===== src/rtl/oled_spi_decoder_pkg.sv =====
// Shared types and SSD1331 command table for the OLED SPI loopback decoder.
// arg_len() gives the number of argument bytes that follow each opcode.
package oled_spi_decoder_pkg;

    typedef enum logic [1:0] {
        KIND_OPCODE = 2'b00,
        KIND_ARG    = 2'b01,
        KIND_PIXEL  = 2'b10
    } kind_e;

    typedef enum logic {
        EXPECT_OP,
        ARGS
    } dec_state_e;

    localparam logic [7:0] OP_DRAW_LINE       = 8'h21;
    localparam logic [7:0] OP_DRAW_RECT       = 8'h22;
    localparam logic [7:0] OP_COPY            = 8'h23;
    localparam logic [7:0] OP_DIM_WINDOW      = 8'h24;
    localparam logic [7:0] OP_CLEAR_WINDOW    = 8'h25;
    localparam logic [7:0] OP_FILL            = 8'h26;
    localparam logic [7:0] OP_SCROLL_SETUP    = 8'h27;
    localparam logic [7:0] OP_SCROLL_STOP     = 8'h2E;
    localparam logic [7:0] OP_SCROLL_START    = 8'h2F;
    localparam logic [7:0] OP_SET_COLUMN      = 8'h15;
    localparam logic [7:0] OP_SET_ROW         = 8'h75;
    localparam logic [7:0] OP_CONTRAST_A      = 8'h81;
    localparam logic [7:0] OP_CONTRAST_B      = 8'h82;
    localparam logic [7:0] OP_CONTRAST_C      = 8'h83;
    localparam logic [7:0] OP_MASTER_CURRENT  = 8'h87;
    localparam logic [7:0] OP_PRECHARGE_A     = 8'h8A;
    localparam logic [7:0] OP_PRECHARGE_B     = 8'h8B;
    localparam logic [7:0] OP_PRECHARGE_C     = 8'h8C;
    localparam logic [7:0] OP_REMAP           = 8'hA0;
    localparam logic [7:0] OP_START_LINE      = 8'hA1;
    localparam logic [7:0] OP_DISPLAY_OFFSET  = 8'hA2;
    localparam logic [7:0] OP_DISPLAY_NORMAL  = 8'hA4;
    localparam logic [7:0] OP_DISPLAY_ALL_ON  = 8'hA5;
    localparam logic [7:0] OP_DISPLAY_ALL_OFF = 8'hA6;
    localparam logic [7:0] OP_DISPLAY_INVERSE = 8'hA7;
    localparam logic [7:0] OP_MULTIPLEX       = 8'hA8;
    localparam logic [7:0] OP_DIM_MODE        = 8'hAB;
    localparam logic [7:0] OP_DISPLAY_DIM     = 8'hAC;
    localparam logic [7:0] OP_MASTER_CONFIG   = 8'hAD;
    localparam logic [7:0] OP_DISPLAY_OFF     = 8'hAE;
    localparam logic [7:0] OP_DISPLAY_ON      = 8'hAF;
    localparam logic [7:0] OP_POWER_SAVE      = 8'hB0;
    localparam logic [7:0] OP_PHASE_PERIOD    = 8'hB1;
    localparam logic [7:0] OP_CLOCK_DIV       = 8'hB3;
    localparam logic [7:0] OP_GRAY_TABLE      = 8'hB8;
    localparam logic [7:0] OP_LINEAR_GRAY     = 8'hB9;
    localparam logic [7:0] OP_PRECHARGE_LEVEL = 8'hBB;
    localparam logic [7:0] OP_VCOMH           = 8'hBE;
    localparam logic [7:0] OP_LOCK            = 8'hFD;

    // Opcodes not listed (including NOPs) take no arguments.
    function automatic logic [5:0] arg_len(input logic [7:0] op);
        case (op)
            OP_GRAY_TABLE:                          arg_len = 6'd32;
            OP_DRAW_RECT:                           arg_len = 6'd10;
            OP_DRAW_LINE:                           arg_len = 6'd7;
            OP_COPY:                                arg_len = 6'd6;
            OP_SCROLL_SETUP, OP_DIM_MODE:           arg_len = 6'd5;
            OP_DIM_WINDOW, OP_CLEAR_WINDOW:         arg_len = 6'd4;
            OP_SET_COLUMN, OP_SET_ROW:              arg_len = 6'd2;
            OP_CONTRAST_A, OP_CONTRAST_B, OP_CONTRAST_C, OP_MASTER_CURRENT,
            OP_PRECHARGE_A, OP_PRECHARGE_B, OP_PRECHARGE_C, OP_REMAP,
            OP_START_LINE, OP_DISPLAY_OFFSET, OP_MULTIPLEX, OP_MASTER_CONFIG,
            OP_POWER_SAVE, OP_PHASE_PERIOD, OP_CLOCK_DIV, OP_PRECHARGE_LEVEL,
            OP_VCOMH, OP_FILL, OP_LOCK:             arg_len = 6'd1;
            OP_DISPLAY_NORMAL, OP_DISPLAY_ALL_ON, OP_DISPLAY_ALL_OFF,
            OP_DISPLAY_INVERSE, OP_DISPLAY_DIM, OP_DISPLAY_OFF, OP_DISPLAY_ON,
            OP_LINEAR_GRAY, OP_SCROLL_STOP, OP_SCROLL_START: arg_len = 6'd0;
            default:                                arg_len = 6'd0;
        endcase
    endfunction

endpackage


===== src/rtl/oled_spi_decoder_if.sv =====
// OLED PMOD pins plus the decoded-byte valid/ready output of the SPI decoder.
// master drives the pins and READY; slave is the decoder itself.
interface oled_spi_decoder_if #(
    parameter int N          = 8,
    parameter int MAX_ARGS_W = 6
);
    logic                  i_CS;
    logic                  i_MOSI;
    logic                  i_SCK;
    logic                  i_DC;
    logic                  i_RES;
    logic                  i_READY;
    logic                  o_VALID;
    logic [N-1:0]          o_BYTE;
    logic [1:0]            o_KIND;
    logic [7:0]            o_OPCODE;
    logic [MAX_ARGS_W-1:0] o_ARG_IDX;
    logic                  o_OVERFLOW;
    logic                  o_FRAME_ERR;
    logic                  o_PROTO_ERR;

    modport master (
        output i_CS, i_MOSI, i_SCK, i_DC, i_RES, i_READY,
        input  o_VALID, o_BYTE, o_KIND, o_OPCODE, o_ARG_IDX,
               o_OVERFLOW, o_FRAME_ERR, o_PROTO_ERR
    );

    modport slave (
        input  i_CS, i_MOSI, i_SCK, i_DC, i_RES, i_READY,
        output o_VALID, o_BYTE, o_KIND, o_OPCODE, o_ARG_IDX,
               o_OVERFLOW, o_FRAME_ERR, o_PROTO_ERR
    );
endinterface


===== src/rtl/oled_spi_decoder_spi_byte_rx.sv =====
// Oversampling SPI byte receiver: synchronizes the PMOD pins, detects SCK rises
// and assembles MSB-first bytes, flagging frames cut short by CS.
module spi_byte_rx #(
    parameter int N           = 8,
    parameter int SYNC_STAGES = 2
) (
    input  logic         clk,
    input  logic         rst_n,
    input  logic         cs,
    input  logic         mosi,
    input  logic         sck,
    input  logic         dc,
    input  logic         res,
    output logic         byte_valid,
    output logic [N-1:0] byte_data,
    output logic         byte_dc,
    output logic         frame_err,
    output logic         res_active
);

    localparam int CW = (N > 1) ? $clog2(N) : 1;

    // Pin order in each stage: {cs, sck, res, dc, mosi}; idle levels reset high
    // so coming out of reset never looks like a select or a clock edge.
    localparam logic [4:0] SYNC_IDLE = 5'b11100;

    logic [SYNC_STAGES-1:0][4:0] sync_q;
    logic                        sck_d;
    logic [CW-1:0]               bit_cnt;
    logic [N-1:0]                shift_q;
    logic                        cs_s, sck_s, res_s, dc_s, mosi_s;
    logic                        sck_rise;

    assign {cs_s, sck_s, res_s, dc_s, mosi_s} = sync_q[SYNC_STAGES-1];
    assign sck_rise   = sck_s & ~sck_d;
    assign byte_data  = shift_q;
    assign res_active = ~res_s;

    always_ff @(posedge clk or negedge rst_n) begin
        if (!rst_n) begin
            sync_q     <= {SYNC_STAGES{SYNC_IDLE}};
            sck_d      <= 1'b1;
            bit_cnt    <= '0;
            shift_q    <= '0;
            byte_valid <= 1'b0;
            byte_dc    <= 1'b0;
            frame_err  <= 1'b0;
        end else begin
            sync_q     <= {sync_q[SYNC_STAGES-2:0], {cs, sck, res, dc, mosi}};
            sck_d      <= sck_s;
            byte_valid <= 1'b0;
            frame_err  <= 1'b0;
            if (!res_s) begin
                bit_cnt <= '0;
            end else if (cs_s) begin
                frame_err <= (bit_cnt != '0);
                bit_cnt   <= '0;
            end else if (sck_rise) begin
                shift_q <= {shift_q[N-2:0], mosi_s};
                if (bit_cnt == CW'(N-1)) begin
                    bit_cnt    <= '0;
                    byte_valid <= 1'b1;
                    byte_dc    <= dc_s;
                end else begin
                    bit_cnt <= bit_cnt + CW'(1);
                end
            end
        end
    end

endmodule


===== src/rtl/oled_spi_decoder.sv =====
// SSD1331 command-stream decoder: classifies received SPI bytes as opcode,
// argument or pixel data and offers them on a single-entry valid/ready output.
module oled_spi_decoder
    import oled_spi_decoder_pkg::*;
#(
    parameter int N           = 8,
    parameter int SYNC_STAGES = 2,
    parameter int MAX_ARGS_W  = 6
) (
    input  logic                i_CLK,
    input  logic                i_RST_N,
    oled_spi_decoder_if.slave   bus
);

    logic                  rx_valid;
    logic [N-1:0]          rx_byte;
    logic                  rx_dc;
    logic                  rx_frame_err;
    logic                  rx_res;

    dec_state_e            state_q;
    logic [7:0]            opcode_q;
    logic [MAX_ARGS_W-1:0] remaining_q;
    logic [MAX_ARGS_W-1:0] arg_idx_q;

    kind_e                 next_kind;
    logic [7:0]            next_opcode;
    logic [MAX_ARGS_W-1:0] next_idx;
    logic [MAX_ARGS_W-1:0] op_len;
    logic                  can_load;

    spi_byte_rx #(
        .N           (N),
        .SYNC_STAGES (SYNC_STAGES)
    ) u_rx (
        .clk        (i_CLK),
        .rst_n      (i_RST_N),
        .cs         (bus.i_CS),
        .mosi       (bus.i_MOSI),
        .sck        (bus.i_SCK),
        .dc         (bus.i_DC),
        .res        (bus.i_RES),
        .byte_valid (rx_valid),
        .byte_data  (rx_byte),
        .byte_dc    (rx_dc),
        .frame_err  (rx_frame_err),
        .res_active (rx_res)
    );

    assign can_load = ~bus.o_VALID | bus.i_READY;

    always_comb begin
        next_kind   = KIND_PIXEL;
        next_opcode = 8'h00;
        next_idx    = '0;
        op_len      = MAX_ARGS_W'(arg_len(rx_byte[7:0]));
        if (!rx_dc) begin
            if (state_q == EXPECT_OP) begin
                next_kind   = KIND_OPCODE;
                next_opcode = rx_byte[7:0];
            end else begin
                next_kind   = KIND_ARG;
                next_opcode = opcode_q;
                next_idx    = arg_idx_q + MAX_ARGS_W'(1);
            end
        end
    end

    // The decoder advances on every completed byte, even one dropped for
    // overflow, so the command stream stays aligned with the master.
    always_ff @(posedge i_CLK or negedge i_RST_N) begin
        if (!i_RST_N) begin
            state_q         <= EXPECT_OP;
            opcode_q        <= 8'h00;
            remaining_q     <= '0;
            arg_idx_q       <= '0;
            bus.o_VALID     <= 1'b0;
            bus.o_BYTE      <= '0;
            bus.o_KIND      <= 2'b00;
            bus.o_OPCODE    <= 8'h00;
            bus.o_ARG_IDX   <= '0;
            bus.o_OVERFLOW  <= 1'b0;
            bus.o_FRAME_ERR <= 1'b0;
            bus.o_PROTO_ERR <= 1'b0;
        end else begin
            if (rx_valid) begin
                if (can_load) begin
                    bus.o_VALID   <= 1'b1;
                    bus.o_BYTE    <= rx_byte;
                    bus.o_KIND    <= next_kind;
                    bus.o_OPCODE  <= next_opcode;
                    bus.o_ARG_IDX <= next_idx;
                end else begin
                    bus.o_OVERFLOW <= 1'b1;
                end

                if (rx_dc) begin
                    if (state_q == ARGS) begin
                        bus.o_PROTO_ERR <= 1'b1;
                        state_q         <= EXPECT_OP;
                    end
                end else if (state_q == EXPECT_OP) begin
                    opcode_q    <= rx_byte[7:0];
                    remaining_q <= op_len;
                    arg_idx_q   <= '0;
                    if (op_len != '0) state_q <= ARGS;
                end else begin
                    arg_idx_q   <= next_idx;
                    remaining_q <= remaining_q - MAX_ARGS_W'(1);
                    if (remaining_q == MAX_ARGS_W'(1)) state_q <= EXPECT_OP;
                end
            end else if (bus.o_VALID && bus.i_READY) begin
                bus.o_VALID <= 1'b0;
            end

            if (rx_frame_err) bus.o_FRAME_ERR <= 1'b1;
            if (rx_res) state_q <= EXPECT_OP;
        end
    end

endmodule

===== src/flat_wrapper.sv =====
// flat-port wrapper written by rule: the top's interface ports become plain ports
module oled_spi_decoder_flat import oled_spi_decoder_pkg::*;
#(
    parameter int N           = 8,
    parameter int SYNC_STAGES = 2,
    parameter int MAX_ARGS_W  = 6
)
  (i_CLK, i_RST_N, bus_i_CS, bus_i_MOSI, bus_i_SCK, bus_i_DC, bus_i_RES, bus_i_READY, bus_o_VALID, bus_o_BYTE, bus_o_KIND, bus_o_OPCODE, bus_o_ARG_IDX, bus_o_OVERFLOW, bus_o_FRAME_ERR, bus_o_PROTO_ERR);
  oled_spi_decoder_if #(.N(N), .MAX_ARGS_W(MAX_ARGS_W)) bus_i ();
  input  logic i_CLK;
  input  logic i_RST_N;
  input wire logic [$bits(bus_i.i_CS)-1:0] bus_i_CS;
  input wire logic [$bits(bus_i.i_MOSI)-1:0] bus_i_MOSI;
  input wire logic [$bits(bus_i.i_SCK)-1:0] bus_i_SCK;
  input wire logic [$bits(bus_i.i_DC)-1:0] bus_i_DC;
  input wire logic [$bits(bus_i.i_RES)-1:0] bus_i_RES;
  input wire logic [$bits(bus_i.i_READY)-1:0] bus_i_READY;
  output wire logic [$bits(bus_i.o_VALID)-1:0] bus_o_VALID;
  output wire logic [$bits(bus_i.o_BYTE)-1:0] bus_o_BYTE;
  output wire logic [$bits(bus_i.o_KIND)-1:0] bus_o_KIND;
  output wire logic [$bits(bus_i.o_OPCODE)-1:0] bus_o_OPCODE;
  output wire logic [$bits(bus_i.o_ARG_IDX)-1:0] bus_o_ARG_IDX;
  output wire logic [$bits(bus_i.o_OVERFLOW)-1:0] bus_o_OVERFLOW;
  output wire logic [$bits(bus_i.o_FRAME_ERR)-1:0] bus_o_FRAME_ERR;
  output wire logic [$bits(bus_i.o_PROTO_ERR)-1:0] bus_o_PROTO_ERR;
  assign bus_i.i_CS = bus_i_CS;
  assign bus_i.i_MOSI = bus_i_MOSI;
  assign bus_i.i_SCK = bus_i_SCK;
  assign bus_i.i_DC = bus_i_DC;
  assign bus_i.i_RES = bus_i_RES;
  assign bus_i.i_READY = bus_i_READY;
  assign bus_o_VALID = bus_i.o_VALID;
  assign bus_o_BYTE = bus_i.o_BYTE;
  assign bus_o_KIND = bus_i.o_KIND;
  assign bus_o_OPCODE = bus_i.o_OPCODE;
  assign bus_o_ARG_IDX = bus_i.o_ARG_IDX;
  assign bus_o_OVERFLOW = bus_i.o_OVERFLOW;
  assign bus_o_FRAME_ERR = bus_i.o_FRAME_ERR;
  assign bus_o_PROTO_ERR = bus_i.o_PROTO_ERR;
  oled_spi_decoder #(.N(N), .SYNC_STAGES(SYNC_STAGES), .MAX_ARGS_W(MAX_ARGS_W)) u_core (.i_CLK(i_CLK), .i_RST_N(i_RST_N), .bus(bus_i));
endmodule

===== config.mk =====
export PLATFORM = sky130hd
export DESIGN_NAME = oled_spi_decoder_flat
export DESIGN_NICKNAME = d
export VERILOG_FILES = /design/src/rtl/oled_spi_decoder_pkg.sv /design/src/rtl/oled_spi_decoder_if.sv /design/src/rtl/oled_spi_decoder_spi_byte_rx.sv /design/src/rtl/oled_spi_decoder.sv /design/src/flat_wrapper.sv
export SDC_FILE = /design/constraint.sdc
export NUM_CORES = 1
export LEC_CHECK = 0
export BUFFER_PORTS_ARGS = -buffer_cell sky130_fd_sc_hd__buf_2
export CAP_MARGIN = 20
export CORE_UTILIZATION = 55
export CTS_BUF_LIST = sky130_fd_sc_hd__clkbuf_8
export DETAILED_ROUTE_END_ITERATION = 6
export GPL_ROUTABILITY_DRIVEN = 0
export HOLD_SLACK_MARGIN = 0.03
export PLACE_DENSITY_LB_ADDON = 0.08
export SETUP_SLACK_MARGIN = 0.5
export SLEW_MARGIN = 25
export SYNTH_ARGS = -nofsm -noshare
export SYNTH_HDL_FRONTEND = slang
export SYNTH_HIERARCHICAL = 1
export SYNTH_SLANG_ARGS = --single-unit

===== constraint.sdc =====
create_clock -name i_CLK -period 1.6 [get_ports i_CLK]
set_input_delay 0.4 -clock i_CLK [delete_from_list [all_inputs] [get_ports i_CLK]]
set_output_delay 0.4 -clock i_CLK [all_outputs]
set_load 0.05 [all_outputs]

==> summary.txt <==
Die
  – Std cell rows: 28
  – Die height: 80.2 µm
  – Die footprint: 0.00644 mm²
  – Ports: 36
  – Initial Util: 56.9%
  – Std-Cell Core Area: 0.00592 mm²
  – Die X: 80.2 µm

Drt
  – Initial DRC count: 466
  – DR pass1 iterations: 5
  – Via count: 3401
  – WL final: 13900 µm
  – DR WL/cell: 27.5 µm
  – Via density: 6.72
  – Detail Route Antenna Nets: 0
  – DR DRC count: 0

Place
  – Input/output buffers: 35
  – DP Wirelength: 4710 µm
  – Pre-CTS setup slack: -99.5 ps
  – Dpl cells: 428

Clocking
  – Longest Clk Path Bufs: 2
  – Clk Latency, worst-skew pair: 370 ps
  – Hold Buf Count CTS: 0
  – Clock Sink Count: 74
  – CTS tree: built
  – Root Driver: clkbuf_8
  – TritonCTS buffer count: 9
  – Clk slew on worst S/H paths: 90 ps
  – Depth of the CTS H-tree: 3

Timing
  – Crit path time final: 1940 ps
  – Setup violators final: 4
  – Clk_skew: 20.4 ps
  – Number of max-slew violations in the final report: 0
  – F_max: 0.515 GHz
  – Unrepaired setup endpoints after global routing: true
  – Crit share post-route: 121%
  – Hold Vio Cnt, Final: 0
  – Max-slew headroom: 56.6%
  – Final WS setup: -342 ps
  – Worst Tran Pin Value: 644 ps

Layout
  – Fillers: 178
  – Non-Filler Instances: 506
  – FF+latch area: 0.00188 mm²
  – Synth-to-layout area growth: 61.0%
  – Footprint of the multi-input gates: 0.00192 mm²
  – Layout Nets: 440
  – Share of layout cells above drive strength 1: 59.4%
  – Ant diodes: 0

Setup path
  – Setup CP Type: flip-flop to flip-flop
  – Critical path endpoint category: flip-flop
  – Critical path startpoint category: flip-flop
  – CP max FO: 5
  – Arrival @ worst endpoint: 2150 ps
  – Data required, critical path: 1810 ps

Status
  – Status: complete, but fails checks
  – Failing checks: negative setup slack

Global route
  – Vias in the first global route: 3009
  – GR Util All Layers: 32.1%
  – Grt ovf: 0
  – Pin count of the biggest net entering global routing: 75
  – Initial antenna violation count: 0
  – Global-route wire length before repair: 14900 µm

Synth
  – Post-Syn Area per Cell: 11.1 µm²
  – Mapped Area: 0.00337 mm²
  – EDFF count, synth: 0
  – Most common cell in the netlist: dfrtp_1
  – Seq/Total Area, Yosys: 55.3%
  – Area share of the largest cell type after synthesis: 49.8%
  – Ys flop type: dfrtp_1
  – Synth cell count leaders: dfrtp_1, nand2_1, o21ai_0
  – Synth cell types: 51
  – Ranking of synthesized cells by area: dfrtp_1, mux2_2, dfstp_2
  – Number of register bits inferred by synthesis: 74
  – Syn_nets: 318
  – Async SR Flop Fraction: 100%
  – Yosys warnings: 6
  – Cells after Synth: 304
  – Area leader, netlist: dfrtp_1

Power
  – Worst IR drop on VDD: 0.968 mV
  – Leak: 0.00248 µW
  – PwrDens: 904 mW/mm²

Flow run
  – Max_cap viols: 0

Min path
  – HP Class: input pin to async pin
==> area by class of cell <==
class                   count  area share, %
well taps                  75           1.73
multi-input cells         204           35.3
inverters                  11          0.762
clock buffers              11           2.79
clock inverters             5           1.43
flip-flops and latches     74           34.6
repair buffers            126           23.3
==> sequential cells by signal, summed over array words and instances, names as in the netlist, 2 cells and up <==
| name | count |
|---|---|
| u_core/remaining_q | 6 |
| u_core/arg_idx_q | 6 |
| u_core/bus.o_KIND | 2 |
| u_core/u_rx/byte_data | 8 |
| u_core/bus.o_ARG_IDX | 6 |
| u_core/u_rx/sync_q | 5 |
| u_core/bus.o_OPCODE | 8 |
| u_core/u_rx/bit_cnt | 3 |
| u_core/bus.o_BYTE | 8 |
| u_core/opcode_q | 8 |
==> per-layer routing <==
metal | vias to the layer above | GRT usage [%] | share of wire, %
met5 | - | 0 | 0
met2 | 314 | 56.2 | 48
li1 | 1322 | - | -
met3 | 118 | 5.11 | 10
met4 | 0 | 21.4 | 8.3
met1 | 1647 | 35.9 | 34
==> cells by family (layout without fill, tap and decap cells) <==
group	Yosys count	after routing	share of synthesized area, %
buffers and inverters	28	153	3.42
multiplexers	36	36	11.7
AO/OA/AOI/OAI	56	56	10.7
flip-flops	74	74	55.3
XOR/XNOR	5	5	1.30
adder cells (fa/ha/maj)	6	6	2.23
AND/OR/NAND/NOR	99	101	15.4
==> power breakdown <==
group | internal (µW) | switching, µW | total (µW)
clock | 959 | 743 | 1700
combinational | 553 | 548 | 1100
sequential | 1950 | 143 | 2090
==> timing repair <==
action                     4_1_cts  5_1_grt
resized for setup              125       65
setup endpoints to repair       84       88
setup buffers                   40       18
cloned                           3        1
pin swaps                       14       16
==> final timing paths <==
check / from / endpoint / slack (ps) / cells past startpoint
worst max-delay path: u_core/remaining_q[2]$_DFFE_PN0P_ / u_core/remaining_q[3]$_DFFE_PN0P_ / -340 / 5
worst min-delay path: i_RST_N / u_core/bus.o_ARG_IDX[1]$_DFFE_PN0P_ / 60 / 2
worst max register to register: u_core/remaining_q[2]$_DFFE_PN0P_ / u_core/remaining_q[3]$_DFFE_PN0P_ / -340 / 5
worst min register to register: u_core/u_rx/sync_q[2]$_DFF_PN1_ / u_core/u_rx/res_s$_DFF_PN1_ / 340 / 0
max in group asynchronous: i_RST_N / u_core/u_rx/sync_q[2]$_DFF_PN1_ / 1190 / 2
min in group i_CLK: bus_i_CS / u_core/u_rx/sync_q[4]$_DFF_PN1_ / 130 / 1
==> through the flow <==
step                      setup TNS, ps  utilization [%]  hold slack, ps  power [µW]  area, µm²
after CTS                         -82.0             84.7            86.1        4570       5010
after global placement            -90.0             67.4             332        2830       3990
after global routing               -820             91.5            98.9        5040       5420
final                              -983             91.5            60.0        4900       5420
after floorplan                       0                -             104        2500       3580
after detailed placement           -190             67.4             347        2850       3990
==> layout by cell type (no fill, tap or decap), types with 6 or more instances in the layout <==
cell type,instances
buf_2,7
buf_4,56
buf_6,50
buf_8,6
clkbuf_8,11
dfrtp_1,54
dfrtp_2,13
dfstp_2,7
inv_1,10
mux2_4,24
mux2i_1,12
nand2_1,23
nand2_2,10
nor2_1,7
o21ai_1,11
o21ai_2,12
==> worst max-delay path, cell delays in order, from the launching register on <==
cell	delay, ps
dfrtp_1	420
buf_4	180
nor3_1	390
nand3_1	260
o21ai_0	330
a21oi_1	200
Power figures use the tool's default switching activity.
